--- src/rtl/sb_codex_pkg.sv ---
// Shared sideband message types and defaults used by the LTSM sub-state modules
// and the sideband TX path.
package SB_codex_pkg;

    localparam int SB_RETRY_PERIOD_DEFAULT = 800;

    typedef enum logic [7:0] {
        SB_NO_MSG                = 8'd0,
        SBINIT_out_of_reset      = 8'd1,
        SBINIT_done_req          = 8'd2,
        SBINIT_done_resp         = 8'd3,
        MBINIT_PARAM_config_req  = 8'd4,
        MBINIT_PARAM_config_resp = 8'd5
    } SB_msg_num_t;

    typedef struct packed {
        SB_msg_num_t msg_num;
        logic [15:0] msg_info;
    } SB_msg_t;

    function automatic SB_msg_t reset_SB_msg();
        SB_msg_t m;
        m.msg_num  = SB_NO_MSG;
        m.msg_info = '0;
        return m;
    endfunction

endpackage

--- src/rtl/sb_tx_arbiter_retry_timer.sv ---
// Free-running retry timer: pulses flag once every RETRY_PERIOD enabled cycles.
module sb_retry_timer
    import SB_codex_pkg::*;
#(
    parameter int RETRY_PERIOD = SB_RETRY_PERIOD_DEFAULT
) (
    input  logic clk,
    input  logic reset,
    input  logic en,
    input  logic clr,
    output logic flag
);

    localparam int CW = $clog2(RETRY_PERIOD);

    logic [CW-1:0] cnt;

    // Clear outranks enable so a requester restarting its handshake never sees a stale pulse.
    always_ff @(posedge clk) begin
        if (reset || clr) begin
            cnt  <= '0;
            flag <= 1'b0;
        end else if (en) begin
            if (cnt == CW'(RETRY_PERIOD - 1)) begin
                cnt  <= '0;
                flag <= 1'b1;
            end else begin
                cnt  <= cnt + 1'b1;
                flag <= 1'b0;
            end
        end else begin
            flag <= 1'b0;
        end
    end

endmodule

--- src/rtl/sb_tx_arbiter.sv ---
// Round-robin arbiter sharing the sideband TX port between LTSM sub-state modules,
// with a one-entry holding register and one retry timer per requester.
module sb_tx_arbiter
    import SB_codex_pkg::*;
#(
    parameter int N_REQ        = 4,
    parameter int RETRY_PERIOD = SB_RETRY_PERIOD_DEFAULT
) (
    input  logic                           clk_100MHz,
    input  logic                           reset,
    input  SB_msg_t [N_REQ-1:0]            req_msg_i,
    input  logic    [N_REQ-1:0][63:0]      req_data_i,
    input  logic    [N_REQ-1:0]            req_valid_i,
    output logic    [N_REQ-1:0]            req_accept_o,
    input  logic    [N_REQ-1:0]            retry_en_i,
    input  logic    [N_REQ-1:0]            retry_clr_i,
    output logic    [N_REQ-1:0]            retry_flag_o,
    output SB_msg_t                        tx_msg_o,
    output logic    [63:0]                 tx_data_o,
    output logic                           tx_valid_o,
    input  logic                           tx_ready_i,
    output logic    [$clog2(N_REQ)-1:0]    grant_id_o,
    output logic                           busy_o
);

    localparam int IW = $clog2(N_REQ);

    typedef enum logic {
        ST_IDLE = 1'b0,
        ST_HOLD = 1'b1
    } arb_state_t;

    arb_state_t           state, state_nxt;
    logic [IW-1:0]        rr_ptr, rr_nxt;
    logic [IW-1:0]        grant_nxt;
    logic [N_REQ-1:0]     accept_nxt;
    SB_msg_t              msg_nxt;
    logic [63:0]          data_nxt;

    logic                 found;
    logic [IW-1:0]        pick;
    logic [IW-1:0]        cand;
    logic [IW:0]          sum;

    always_ff @(posedge clk_100MHz) begin
        if (reset) begin
            state        <= ST_IDLE;
            rr_ptr       <= '0;
            grant_id_o   <= '0;
            req_accept_o <= '0;
            tx_msg_o     <= reset_SB_msg();
            tx_data_o    <= '0;
        end else begin
            state        <= state_nxt;
            rr_ptr       <= rr_nxt;
            grant_id_o   <= grant_nxt;
            req_accept_o <= accept_nxt;
            tx_msg_o     <= msg_nxt;
            tx_data_o    <= data_nxt;
        end
    end

    // Round-robin scan starting at rr_ptr; modulo done by subtraction so any N_REQ works.
    always_comb begin
        found = 1'b0;
        pick  = '0;
        cand  = '0;
        sum   = '0;
        for (int i = 0; i < N_REQ; i++) begin
            sum = {1'b0, rr_ptr} + (IW+1)'(i);
            if (sum >= (IW+1)'(N_REQ)) begin
                sum = sum - (IW+1)'(N_REQ);
            end
            cand = sum[IW-1:0];
            if (!found && req_valid_i[cand]) begin
                found = 1'b1;
                pick  = cand;
            end
        end
    end

    always_comb begin
        state_nxt  = state;
        rr_nxt     = rr_ptr;
        grant_nxt  = grant_id_o;
        accept_nxt = '0;
        msg_nxt    = tx_msg_o;
        data_nxt   = tx_data_o;
        case (state)
            ST_IDLE: begin
                if (found) begin
                    state_nxt        = ST_HOLD;
                    msg_nxt          = req_msg_i[pick];
                    data_nxt         = req_data_i[pick];
                    accept_nxt[pick] = 1'b1;
                    grant_nxt        = pick;
                    rr_nxt           = (pick == IW'(N_REQ - 1)) ? '0 : pick + 1'b1;
                end
            end
            ST_HOLD: begin
                // Requests are ignored here; the held message goes out regardless.
                if (tx_ready_i) begin
                    state_nxt = ST_IDLE;
                    msg_nxt   = reset_SB_msg();
                    data_nxt  = '0;
                end
            end
            default: state_nxt = ST_IDLE;
        endcase
    end

    assign tx_valid_o = (state == ST_HOLD);
    assign busy_o     = (state == ST_HOLD);

    for (genvar k = 0; k < N_REQ; k++) begin : g_retry
        sb_retry_timer #(
            .RETRY_PERIOD(RETRY_PERIOD)
        ) u_retry_timer (
            .clk   (clk_100MHz),
            .reset (reset),
            .en    (retry_en_i[k]),
            .clr   (retry_clr_i[k]),
            .flag  (retry_flag_o[k])
        );
    end

endmodule

--- config.mk ---
export PLATFORM = sky130hd
export DESIGN_NAME = sb_tx_arbiter
export DESIGN_NICKNAME = d
export VERILOG_FILES = /design/src/rtl/sb_codex_pkg.sv /design/src/rtl/sb_tx_arbiter_retry_timer.sv /design/src/rtl/sb_tx_arbiter.sv
export SDC_FILE = /design/constraint.sdc
export NUM_CORES = 1
export LEC_CHECK = 0
export BUFFER_PORTS_ARGS = -buffer_cell sky130_fd_sc_hd__buf_4
export CAP_MARGIN = 30
export CORE_AREA = 2 2 183 185
export CTS_BUF_LIST = sky130_fd_sc_hd__clkbuf_2 sky130_fd_sc_hd__clkbuf_4 sky130_fd_sc_hd__clkbuf_8
export DETAILED_ROUTE_END_ITERATION = 8
export DIE_AREA = 0 0 185 187
export GPL_TIMING_DRIVEN = 0
export PLACE_DENSITY_LB_ADDON = 0.1
export SYNTH_ARGS = -nofsm -noshare
export SYNTH_HDL_FRONTEND = slang
export SYNTH_SLANG_ARGS = --single-unit
export TNS_END_PERCENT = 10
--- constraint.sdc ---
create_clock -name clk_100MHz -period 5.2 [get_ports clk_100MHz]
set_input_delay 0 -clock clk_100MHz [delete_from_list [all_inputs] [get_ports clk_100MHz]]
set_output_delay 0 -clock clk_100MHz [all_outputs]
set_load 0.01 [all_outputs]
==> impl_metrics.py <==
metrics = {
    "run_status": {
        "status": "complete, no violations",
    },
    "sta": {
        "worst_slack_ns": 1.75,
        "rsz0062_at_grt": "false",
        "setup_viol": 0,
        "fmax_mhz": 290,
        "setup_tns_ns": 0,
        "slew-limit-headroom": 0.479,
        "final.setup_skew_ns": 0.0182,
        "post-route-period-util": 0.664,
        "finalHoldViolations": 0,
        "slew_violations": 0,
        "worst_pin_slew_ns": 0.782,
        "fin_crit_ns": 3.45,
    },
    "power_and_ir_drop": {
        "max-vdd-ir-drop_mv": 0.149,
        "leakagePower_nw": 6.93,
        "power_density_nw_per_um2": 235,
    },
    "die": {
        "std_cell_rows": 67,
        "coreArea_um2": 32900,
        "die-area_um2": 34600,
        "initial_core_util": 0.246,
        "ios": 467,
        "die_h_um": 187,
        "chipWidth_um": 185,
    },
    "yosys": {
        "synth_top_area_frac": 0.350,
        "syn_inst": 966,
        "synthDistinctLibCells": 46,
        "yosys_most_used_dff": "dfxtp_1",
        "yosysTopAreaCell": "dfxtp_1",
        "ys_ff_latch": 141,
        "synth-edff-count": 0,
        "synthMostInstantiatedCell": "dfxtp_1",
        "async_reset_ff_frac": 0,
        "synth.cell_area_um2": 8070,
        "synth_common_cells": "dfxtp_1 (141), nand2_1 (119), nand3_1 (103)",
        "syn_area_per_cell_um2": 8.35,
        "ys_seq_area_frac": 0.350,
        "synth_nets": 1341,
        "yosysWarnings": 0,
        "synth_area_leaders": "dfxtp_1 (35%), mux2i_1 (11%), a21o_1 (8.5%), o211ai_1 (7.3%), nand3_1 (6.4%)",
    },
    "drt": {
        "wl_per_cell_um": 17.0,
        "routed_wirelength_mm": 37.2,
        "first_pass_iters": 5,
        "ant_nets": 0,
        "via_count": 10000,
        "drc_errors": 0,
        "dr.first_iter.drc_count": 290,
        "via_per_inst": 4.60,
    },
    "clock_tree": {
        "cts_tree": "built",
        "clock_sinks": 141,
        "root_buffer": "clkbuf_8",
        "cts_resized": 0,
        "h-tree-depth": 4,
        "cts_made_buffers": 17,
        "clk_pin_slew_worst_paths_ns": 0.09,
        "worstSkewPairLatency_ns": 0.47,
        "cts_buffer_depth": 2,
    },
    "cells_and_area": {
        "synthToLayoutAreaGrowth_pct": 89.1,
        "nNetsFinal": 2095,
        "utilization": 0.464,
        "layout-drive-gt1-share": 0.325,
    },
    "setup_path": {
        "crit_path_cell_trace": "buf_6 -> mux2i_2 -> o22ai_4 -> nor2_4 -> inv_4 -> buf_6 -> buf_6 -> mux2i_1 -> dlygate4sd3_1 -> o211ai_2 -> dlygate4sd3_1",
        "crit_type": "register to register",
        "path_max_fanout": 10,
        "critPathMaxStageDelay_ns": 0.61,
        "startpoint_type": "register",
        "cpMaxStageDelayCell": "dlygate4sd3_1",
        "critPathMostFrequentCell": "buf_6",
        "critPathCaptureType": "register",
        "ff2ff_setup_slack_ns": 1.75,
        "required_ns": 5.56,
        "cp.arrival_ns": 3.81,
    },
    "flow_run": {
        "drv_cap": 0,
    },
    "place": {
        "dp_slack_ns": 2.79,
        "port_buffers": 463,
        "dp_hpwl_mm": 27.1,
        "gp_congestion": 0.809,
    },
    "global_routing": {
        "grt_max_degree": 17,
        "grt_antenna_before_repair": 2,
        "grt_pass1_vias": 10500,
        "grt_pass1_wl_mm": 56.7,
        "globalRouteTotalUtil": 0.210,
        "grt_remaining_overflow": 0,
    },
    "worst_hold_path": {
        "holdCritPathClass": "input pin to register",
    },
}
==> registers in the layout (all words and copies together) (netlist names) <==
register	flops
busy_o	1
g_retry.u_retry_timer.cnt	40
g_retry.u_retry_timer.flag	4
grant_id_o	2
req_accept_o	4
rr_ptr	2
tx_data_o	64
tx_msg_o	24
==> power by group <==
part           switching (mW)  internal (mW)  leakage, nW
Combinational           0.586          0.772         5.57
Clock                   0.505          0.497        0.207
Sequential             0.0565           1.17         1.15
==> worst max-delay path, delay by kind of cell, from the launching register on <==
kind	cells	cell delay (ns)
AOI/OAI and AO/OA	2	0.59
muxes	2	0.41
and+or+nand+nor	1	0.11
buffers and inverters	6	1.90
DFF	1	0.32
==> layer usage <==
metal  GRT usage  wire length, µm
met5           0               13
met4      0.0699              948
met3      0.0454             2310
met2       0.377            18500
met1       0.244            15400
==> path summary, 6_finish.rpt <==
path | start | end | cells past startpoint
worst min-delay path | req_valid_i[1] | rr_ptr[0] | 4
worst max-delay path | rr_ptr[1] | tx_msg_o[5] | 11
worst max register to register | rr_ptr[1] | tx_msg_o[5] | 11
worst min register to register | grant_id_o[1] | grant_id_o[1] | 2
==> stage by stage <==
step	instances	power [mW]	hold slack, ns	cell area (µm²)
6_report	2182	3.59	0.0433	15300
5_1_grt	2182	3.79	0.0558	15300
4_1_cts	2181	3.64	0.0134	15300
3_3_place_gp	1877	2.32	0.189	12100
2_1_floorplan	966	1.76	0.0768	8070
3_5_place_dp	1877	2.32	0.191	12100
==> placed cells by master (no fill, tap or decap), types with 4 or more instances in the layout <==
master / n
clkbuf_1: 40
o211ai_1: 78
nand3_1: 103
buf_4: 481
a21oi_1: 11
nand4_1: 7
clkbuf_8: 18
xor2_1: 28
ha_1: 8
xnor2_1: 5
nand2_1: 119
and3_1: 9
inv_1: 5
inv_6: 5
and2_1: 6
buf_6: 5
o211ai_2: 10
a21o_1: 91
nand2b_1: 4
nor2_1: 39
buf_2: 22
o21ai_0: 88
dlygate4sd3_1: 272
nor3_1: 9
mux2i_1: 89
dfxtp_1: 141
==> timing repair <==
item | 4_1_cts | 5_1_grt
endpoints found under the hold margin | 123 | 0
buffers inserted | 0 | 0
hold buffers | 272 | 0
==> kinds of logic after synthesis <==
family          synth area share
simple gates               0.182
compound gates             0.248
flops                      0.350
buf+inv                   0.0596
mux                        0.112
xor+xnor                  0.0358
fa+ha+maj                 0.0124
==> layout make-up <==
| type | count | area (µm²) |
|---|---|---|
| inverter | 6 | 25.0 |
| tap | 448 | 561 |
| multi-input combinational | 733 | 4760 |
| timing repair buffer | 735 | 6200 |
| buffer | 86 | 455 |
| antenna | 1 | 2.50 |
| clock buffer | 18 | 248 |
| clock inverter | 14 | 183 |
| fill | 3306 | 17600 |
| sequential | 141 | 2820 |
No activity file was read; power rests on OpenSTA's default activity.
